`src/rtl/rnn_cell_engine.sv`:
```
// rnn_cell_engine
//   Parametrised RNN cell: h_t = act(b_ih + b_hh + W_x*x_t + W_h*h_{t-1})
//   for T timesteps, one multiply-accumulate per cycle against a shared
//   synchronous weight/result memory.
//
// Optional feature macro: RNN_HTANH_EN
//   defined   -> hard-tanh activation, clip to [-2^FW, +2^FW]
//   undefined -> linear activation, saturate to the DW-bit signed range
//
// Ports
//   clk      in   clock, rising edge
//   reset    in   asynchronous active-low reset
//   ready    in   start request, sampled in IDLE
//   idata    in   input vector, bit j = x_t[j] (bits >= XW ignored)
//   mdata_r  in   memory read data (one cycle after address)
//   busy     out  high from start until run complete
//   i_en     out  one-cycle request for the next idata
//   mce      out  memory enable, high while busy
//   maddr    out  memory address
//   mdata_w  out  write data (valid when msel = 101)
//   msel     out  memory region select
module rnn_cell_engine #(
  parameter int HID = 64,
  parameter int XW  = 32,
  parameter int DW  = 20,
  parameter int FW  = 16,
  parameter int AW  = 17
) (
  input  logic          clk,
  input  logic          reset,
  input  logic          ready,
  input  logic [31:0]   idata,
  input  logic [DW-1:0] mdata_r,
  output logic          busy,
  output logic          i_en,
  output logic          mce,
  output logic [AW-1:0] maddr,
  output logic [DW-1:0] mdata_w,
  output logic [2:0]    msel
);

  localparam int KB  = (HID > 1) ? $clog2(HID) : 1;
  localparam int XB  = (XW > 1) ? $clog2(XW) : 1;
  localparam int CB  = (KB > XB) ? KB : XB;
  localparam int ACW = 2*DW + $clog2(HID + XW + 2);

  localparam logic [3:0] S_IDLE = 4'd0, S_LDT = 4'd1, S_LDW = 4'd2,
                         S_CPY  = 4'd3, S_XIN = 4'd4, S_BIAS = 4'd5,
                         S_WX   = 4'd6, S_WH  = 4'd7, S_RND = 4'd8,
                         S_WR   = 4'd9;

  localparam logic [2:0] M_LEN = 3'b100, M_BIH = 3'b001, M_BHH = 3'b011,
                         M_WX  = 3'b000, M_WH  = 3'b010, M_HW  = 3'b101;

  localparam logic signed [ACW-1:0] ONE  = ACW'(1);
  localparam logic signed [ACW-1:0] HALF = ONE <<< (FW - 1);
`ifdef RNN_HTANH_EN
  localparam logic signed [ACW-1:0] HI = ONE <<< FW;
  localparam logic signed [ACW-1:0] LO = -(ONE <<< FW);
`else
  localparam logic signed [ACW-1:0] HI = (ONE <<< (DW - 1)) - ONE;
  localparam logic signed [ACW-1:0] LO = -(ONE <<< (DW - 1));
`endif

  logic [3:0]             state;
  logic [DW-1:0]          t_len, t;
  logic [KB-1:0]          h;
  logic [CB-1:0]          cnt;
  logic [XW-1:0]          x;
  logic signed [DW-1:0]   h_old [HID];
  logic signed [DW-1:0]   h_new [HID];
  logic signed [ACW-1:0]  acc;

  // Describes the read issued last cycle, whose data is on mdata_r now.
  logic                   pend_vld;
  logic [2:0]             pend_sel;
  logic [CB-1:0]          pend_idx;

  logic signed [2*DW-1:0] mr_ext, ho_ext, prod;
  logic signed [ACW-1:0]  bias_ext, term, sum, rnd;
  logic [DW-1:0]          act_y;
  logic                   rd_state;
  logic                   idata_unused;

  assign idata_unused = ^idata;
  assign rd_state = (state == S_BIAS) || (state == S_WX) || (state == S_WH);

  always_comb begin
    mr_ext   = {{DW{mdata_r[DW-1]}}, mdata_r};
    ho_ext   = {{DW{h_old[pend_idx[KB-1:0]][DW-1]}}, h_old[pend_idx[KB-1:0]]};
    prod     = mr_ext * ho_ext;
    bias_ext = {{(ACW-DW){mdata_r[DW-1]}}, mdata_r};
    term     = '0;
    if (pend_vld) begin
      case (pend_sel)
        M_BIH, M_BHH: term = bias_ext <<< FW;
        M_WX:         if (x[pend_idx[XB-1:0]]) term = bias_ext <<< FW;
        M_WH:         term = {{(ACW-2*DW){prod[2*DW-1]}}, prod};
        default:      term = '0;
      endcase
    end
    sum = acc + term;
    // Round half up, then drop the extra fraction bits of the Q.2FW sum.
    rnd = (sum + HALF) >>> FW;
    if (rnd > HI)      act_y = HI[DW-1:0];
    else if (rnd < LO) act_y = LO[DW-1:0];
    else               act_y = rnd[DW-1:0];
  end

  always_ff @(posedge clk or negedge reset) begin
    if (!reset) begin
      state    <= S_IDLE;
      busy     <= 1'b0;
      i_en     <= 1'b0;
      mce      <= 1'b0;
      maddr    <= '0;
      mdata_w  <= '0;
      msel     <= M_LEN;
      t_len    <= '0;
      t        <= '0;
      h        <= '0;
      cnt      <= '0;
      x        <= '0;
      acc      <= '0;
      pend_vld <= 1'b0;
      pend_sel <= M_LEN;
      pend_idx <= '0;
      for (int unsigned i = 0; i < HID; i++) begin
        h_old[i] <= '0;
        h_new[i] <= '0;
      end
    end else begin
      i_en     <= 1'b0;
      pend_vld <= rd_state;
      pend_sel <= msel;
      pend_idx <= cnt;
      acc      <= rd_state ? sum : '0;
      case (state)
        S_IDLE: if (ready) begin
          state <= S_LDT;
          busy  <= 1'b1;
          mce   <= 1'b1;
          msel  <= M_LEN;
          maddr <= '0;
        end
        S_LDT: state <= S_LDW;
        S_LDW: begin
          t_len <= mdata_r;
          if (mdata_r == '0) begin
            state <= S_IDLE;
            busy  <= 1'b0;
            mce   <= 1'b0;
          end else begin
            t     <= '0;
            h     <= '0;
            h_old <= h_new;
            i_en  <= 1'b1;
            state <= S_XIN;
          end
        end
        S_CPY: begin
          h_old <= h_new;
          i_en  <= 1'b1;
          state <= S_XIN;
        end
        S_XIN: begin
          x     <= idata[XW-1:0];
          cnt   <= '0;
          msel  <= M_BIH;
          maddr <= AW'(h);
          state <= S_BIAS;
        end
        S_BIAS: begin
          if (cnt == '0) begin
            cnt  <= CB'(1);
            msel <= M_BHH;
          end else begin
            cnt   <= '0;
            msel  <= M_WX;
            maddr <= AW'({h, XB'(0)});
            state <= S_WX;
          end
        end
        S_WX: begin
          if (cnt[XB-1:0] == XB'(XW - 1)) begin
            cnt <= '0;
            if (t != '0) begin
              msel  <= M_WH;
              maddr <= AW'({h, KB'(0)});
              state <= S_WH;
            end else begin
              state <= S_RND;
            end
          end else begin
            cnt   <= cnt + 1'b1;
            maddr <= AW'({h, XB'(cnt + 1'b1)});
          end
        end
        S_WH: begin
          if (cnt[KB-1:0] == KB'(HID - 1)) begin
            cnt   <= '0;
            state <= S_RND;
          end else begin
            cnt   <= cnt + 1'b1;
            maddr <= AW'({h, KB'(cnt + 1'b1)});
          end
        end
        S_RND: begin
          mdata_w <= act_y;
          msel    <= M_HW;
          maddr   <= AW'({t, h});
          state   <= S_WR;
        end
        S_WR: begin
          h_new[h] <= mdata_w;
          if (h != KB'(HID - 1)) begin
            h     <= h + 1'b1;
            msel  <= M_BIH;
            maddr <= AW'(KB'(h + 1'b1));
            state <= S_BIAS;
          end else if (t != t_len - DW'(1)) begin
            t     <= t + 1'b1;
            h     <= '0;
            state <= S_CPY;
          end else begin
            busy  <= 1'b0;
            mce   <= 1'b0;
            state <= S_IDLE;
          end
        end
        default: state <= S_IDLE;
      endcase
    end
  end

endmodule

```
`config.mk`:
```
export PLATFORM = sky130hd
export DESIGN_NAME = rnn_cell_engine
export DESIGN_NICKNAME = d
export VERILOG_FILES = /design/src/rtl/rnn_cell_engine.sv
export SDC_FILE = /design/constraint.sdc
export NUM_CORES = 2
export LEC_CHECK = 0
export BUFFER_PORTS_ARGS = -buffer_cell sky130_fd_sc_hd__buf_2
export CELL_PAD_IN_SITES_DETAIL_PLACEMENT = 1
export CELL_PAD_IN_SITES_GLOBAL_PLACEMENT = 1
export CORE_MARGIN = 8
export CORE_UTILIZATION = 45
export DETAILED_ROUTE_END_ITERATION = 10
export HOLD_SLACK_MARGIN = 0.03
export PLACE_DENSITY_LB_ADDON = 0.1
export REMOVE_ABC_BUFFERS = 1
export SLEW_MARGIN = 20
export SYNTH_ARGS = -nofsm -noshare
export SYNTH_HDL_FRONTEND = slang
export SYNTH_SLANG_ARGS = --single-unit
```
`constraint.sdc`:
```
create_clock -name clk -period 15 [get_ports clk]
set_clock_uncertainty 0.2 [all_clocks]
set_input_delay 0.75 -clock clk [delete_from_list [all_inputs] [get_ports clk]]
set_output_delay 0.75 -clock clk [all_outputs]
set_load 0.01 [all_outputs]
```
======== Yosys cells after proc, flatten, opt, wreduce, memory -nomap -nowiden ========
Index checks and enable logic that the tools add are counted.
word-level totals
  flip-flop bits (word level) ............. 2747
  output and inout port bits .............. 43
  word-level logic and storage cells ...... 267
cells by class
  add/subtract/negate cells ............... 6
  multiply operators ...................... 1
  $lt $le $gt $ge ......................... 6
  eq/ne operators ......................... 30
  multiplexer cells ....................... 57
  bitwise logic cells ..................... 2
  reductions and logical operators ........ 22
operator list
  operator                  number
  $pmux W1280 S2            1
  $bwmux W1280              1
  $mux W1280                1
  $mux W20                  8
  $mux W47                  3
  $pmux W47 S3              1
  $bmux W20 S6              1
  $demux W20 S6             1
  $pmux W17 S7              1
  $mux W17                  6
  $add A47 B17 Y47 const B  1
  $add A47 B47 Y47          1
  $mul A20 B20 Y40          1
  $pmux W20 S2              1
  $pmux W4 S10              1
  $gt A31 B20 Y1 const B    1
  $lt A31 B20 Y1 const B    1
  $mux W6                   5
  $pmux W6 S4               1
  $add A20 B1 Y20 const B   1
  $logic_not A20 Y1         1
  $mux W4                   5
  $ne A20 B20 Y1            1
  $reduce_bool A20 Y1       1
  other kinds (43)          78

======== Depth between registers and ports, before layout ========
  depth after elaboration ................. 12
  mapped depth ............................ 56

======== Worst setup path before layout ========
Ideal clock, no wire load.
  path type ............................... reg2reg
  start point ............................. reg pend_idx[0]
  end point ............................... reg mdata_w[16]
  library setup time ...................... 0.124 ns
  data arrival time ....................... 12.847 ns
  data required time ...................... 14.676 ns
  slack ................................... 1.829 ns
  cell stages (with the launch flop) ...... 57
  clock period less this slack ............ 13.171 ns
  path through ............................ dfrtp_1 clkbuf_1 buf_2 buf_1 buf_1 mux4_2 mux4_2 mux4_2 clkbuf_1 nand2_1 fa_1 inv_1 fa_1 inv_1 fa_1 inv_1 fa_1 inv_1 [... 21 more ...] clkbuf_1 nand2_1 nor2_1 or3_1 o32a_1 o21ai_0 xor2_1 nor2_1 nand4b_2 buf_6 nor4_1 nor3_1 o2111a_1 a41o_1 buf_6 buf_8 nand3_2 nand3_2
between the ends
  cells in the longest elaborated chain, start to end .. 12
  elaborated cells on any way between the ends .. 16
ends and longest elaborated chain
  element                                       line  RTL
  from (decl)                                   77    logic [CB-1:0] pend_idx;
  from (signal assigned)                        136   pend_idx <= cnt;
  $not A6 Y7 (not written as such)              90    ho_ext = {{DW{h_old[pend_idx[KB-1:0]][DW-1]}}, h_old[pend_idx[KB-1:0]]};
  $bmux W20 S6                                  90
  $mux W20 (not written as such) (2 in series)  90
  $mul A20 B20 Y40                              91    prod = mr_ext * ho_ext;
  $pmux W47 S3 *                                95    case (pend_sel)
  $mux W47 *                                    94    if (pend_vld) begin
  $add A47 B47 Y47 *                            102   sum = acc + term;
  $add A47 B17 Y47 *                            104   rnd = (sum + HALF) >>> FW;
  $lt A31 B20 Y1                                106   else if (rnd < LO) act_y = LO[DW-1:0];
  $mux W20                                      106
  $mux W20 *                                    105   if (rnd > HI) act_y = HI[DW-1:0];
  to (signal assigned)                          209   mdata_w <= act_y;
  to (decl)                                     38    output logic [DW-1:0] mdata_w,
Every way passes the cells marked *; elsewhere a longest branch is shown, timed or not. The select of a mux whose other input is x is not followed.
A chain may end at the register's enable or synchronous reset.

======== Final worst setup path ========
  start point ............................. reg pend_idx[0]
  end point ............................... reg mdata_w[9]
The elaborated chain is that of the path after synthesis.

==> run metrics <==
share of cells above drive strength 1=0.224; clk root buf=clkbuf_16; die area=314000 sq um; worst min path class=reg2reg; ys async rst share=1.00; clock power share=0.488; slowest stage delay, CP=roughly 700 ps; Worst path most repeated cell=fa_1; Core ar.=about 300000 sq um; Placed Instances=approximately 15k; Die Wd=around 560 um; Sink Count=2747; Tot Pwr=around 16 mW; min Tclk post-route=~14000 ps; Final Cycle Share=0.951; Setup CP Type=reg2reg; GRT Util Overall=0.262; DR iter-0 viols=a little over 6k; CP max-delay cell=mux4_2; critical path launch point type=register; Post-Syn Area per Cell=11.1 sq um; Residual DRC=0; Buffers on Ports=97; Comb power frac=0.035; Int Pwr=around 12 mW; required time of the worst setup path=about 16000 ps; Setup crit end kind=register; Clock Latency Late Sink=920 ps; sequential fraction of the synthesis area=0.516; routability cong.=0.853; clock slew at the register clock pins of the worst setup and hold paths=~60 ps; Initial Util=0.453; pins over their slew limit=0; post-synthesis cell type with the largest combined area=dfrtp_1; Max VDD drop=between 0.08 and 0.09 mV; static leakage=slightly below 80 nW; final setup fails=0; Final #Nets=12.5k; Final HPWL DP=about 260 mm; Ys Warns=0; part of the power in registers=0.477; post-route insts no fill=about 16k; Fin Setup TNS=0 ps; number of global-route vias before repair=roughly 100k; final core utilization=0.506; synth top area cells=dfrtp_1 (52%), nand2_1 (12%), mux2_2 (11%); IO Pins=98; Post-Syn Area=~130000 sq um; filler cell count=between 30k and 40k; CTS tree=built; Cell Rows=~200; max cap viols=0; first drt pass iteration count=7; Slew headroom=0.140; top_reg_cell synth=dfrtp_1; final antenna-violating net count=0; switching share of power=0.232; total congestion overflow=0; sw power=approximately 3.6 mW; status=finished clean; Layout area overhead=11.7%; H-tree levels=5; critical path fanouts, max=18; PwrDens=105 nW/um^2; Arr. time, crit path=around 15000 ps; first-pass GRT wire length=634 mm; routed len/inst=25.7 um; Netlist cell types=100; RSZ-0062 raised after global routing=false; initial antenna violation count=24; FF+latch count, synth=about 2.7k; final wirelength=~410 mm; clock buffer count from CTS=roughly 310; Mapped Cells=12.0k; Post-synth EDFFs=0; vias per cell=~5.5; share of the synthesized area in the top cell type=0.516; fmax=approximately 70 MHz; Final Hold Viols=0; routed via count=between 80k and 90k; Hold WS=roughly 220 ps; Worst Max-Slew Pin Slew=roughly 1300 ps; clock buffer depth=4; Die Span Y=560 um; largest net degree at the start of global routing=roughly 200
## cells by family (layout without fill, tap and decap cells)
kind of cell	Yosys count	after routing	share of synthesized area
simple gates	5057	5057	0.154
flops	2747	2747	0.516
mux	1737	1740	0.183
buf+inv	1330	1459	0.0380
fa+ha+maj	582	582	0.0784
compound gates	417	417	0.0209
xor+xnor	146	146	0.00966
other cells	0	17	0
## registers in the layout (all words and copies together) (netlist names)
register and cells:
h_old 1280, h_new 1280, t 20, i_en 1, pend_vld 1, h 6, t_len 20, maddr 17
mdata_w 20, acc 47, state 4, pend_idx 6, pend_sel 3, mce 1, x 32, cnt 6
msel 3
## worst max-delay path, delay by kind of cell (launching register included)
| kind | cells | cell delay (ps) |
|---|---|---|
| fa+ha+maj | 9 | 4290 |
| compound gates | 18 | 4100 |
| mux | 3 | 1920 |
| buf+inv | 8 | 1320 |
| simple gates | 6 | 1070 |
| xor+xnor | 3 | 620 |
| flops | 1 | 550 |
## stage by stage
| step | area [sq um] | setup slack (ps) |
|---|---|---|
| 2_1_floorplan | 130000 | -233410 |
| 6_report | 149000 | 729 |
| 3_3_place_gp | 138000 | 449 |
| 5_1_grt | 149000 | 72.9 |
| 3_5_place_dp | 138000 | 245 |
| 4_1_cts | 149000 | 169 |
## repair_timing
action / CTS / global route
resized for setup: 0 / 13
buffers inserted: 0 / 4
hold endpoints to repair: 174 / 0
hold buffers: 34 / 0
endpoints found under the setup margin: 0 / 20
## synthesized netlist by cell type, types with 5 or more instances
cell      instances
and2_1          227
a22oi_1          21
a21o_1           42
nor3_1           36
a222oi_1          7
o21bai_1         13
mux2_2         1302
mux4_2          429
fa_1            421
nand2_1        4282
nand2b_1         27
dfrtp_1        2745
o21ai_0          88
a211o_1           6
nand4_1          30
xnor2_1          82
or2_2            13
inv_1           521
and4_1            5
a21oi_1          96
a22o_1            7
nand3b_1          6
nor2_1          220
buf_1           105
a211oi_1         15
o211ai_1         16
and3_1           24
nor2b_1          19
o31ai_1           6
ha_1            161
o21a_1           22
a31oi_1          14
o22ai_1           5
nor4_1           23
nor3b_1           8
nand3_1          70
mux2i_1           6
nand3_2          20
or3_1            13
buf_2             9
xor2_1           63
clkbuf_1        686
## layout make-up
class | instances | area (sq um) | share of cell area
clock buffers | 444 | 8930 | 0.0600
inverters | 522 | 1970 | 0.0132
clock inverters | 107 | 1210 | 0.00813
well taps | 3919 | 4900 | 0.0330
flip-flops and latches | 2747 | 68800 | 0.462
multi-input cells | 7942 | 59800 | 0.402
repair buffers | 386 | 3200 | 0.0215
diodes | 17 | 42.5 | 0.000286
## layout by cell type (no fill, tap or decap), types with 21 or more instances in the layout
master         count
nand4_1           30
o21ai_0           86
nand2_1         4276
clkbuf_8          52
clkinv_2          60
and3_1            24
xnor2_1           82
dlygate4sd3_1     34
xor2_1            62
o21a_1            22
and2_1           227
a22oi_1           21
nor2_2            32
fa_1             421
nor2_1           179
mux2_2          1302
dfrtp_2           21
clkbuf_16        317
buf_4            216
buf_12            35
dfrtp_1         2720
nand3_1           70
clkbuf_1          75
nor3_1            31
inv_1            520
ha_1             161
a21o_1            42
buf_2             96
nand2b_1          27
a21oi_1           94
nor4_1            23
mux4_2           429
## power groups by stage
stage / registers, mW / logic (mW) / clock network [mW]
floorplan: 7.59 / 0.231 / 0
global placement: 7.59 / 0.537 / 0
detailed placement: 7.59 / 0.543 / 0
CTS: 7.46 / 0.554 / 7.80
global route: 7.46 / 0.609 / 8.07
finish: 7.46 / 0.548 / 7.63
## metal layers
metal	wire length (um)	track usage
met3	18600	0.0333
met2	195000	0.427
met5	64	0
met4	12400	0.0726
met1	186000	0.371
## path summary, 6_finish.rpt
kind	slack (ps)	cells past startpoint	from	end
setup reg to reg	730	47	pend_idx[0]	mdata_w[9]
setup / recovery	730	47	pend_idx[0]	mdata_w[9]
hold reg to reg	220	0	msel[2]	pend_sel[2]
hold / removal	220	0	msel[2]	pend_sel[2]
max in group asynchronous	10430	6	reset	x[17]
min in group asynchronous	240	2	reset	h_new[499]
Power figures use the tool's default switching activity.
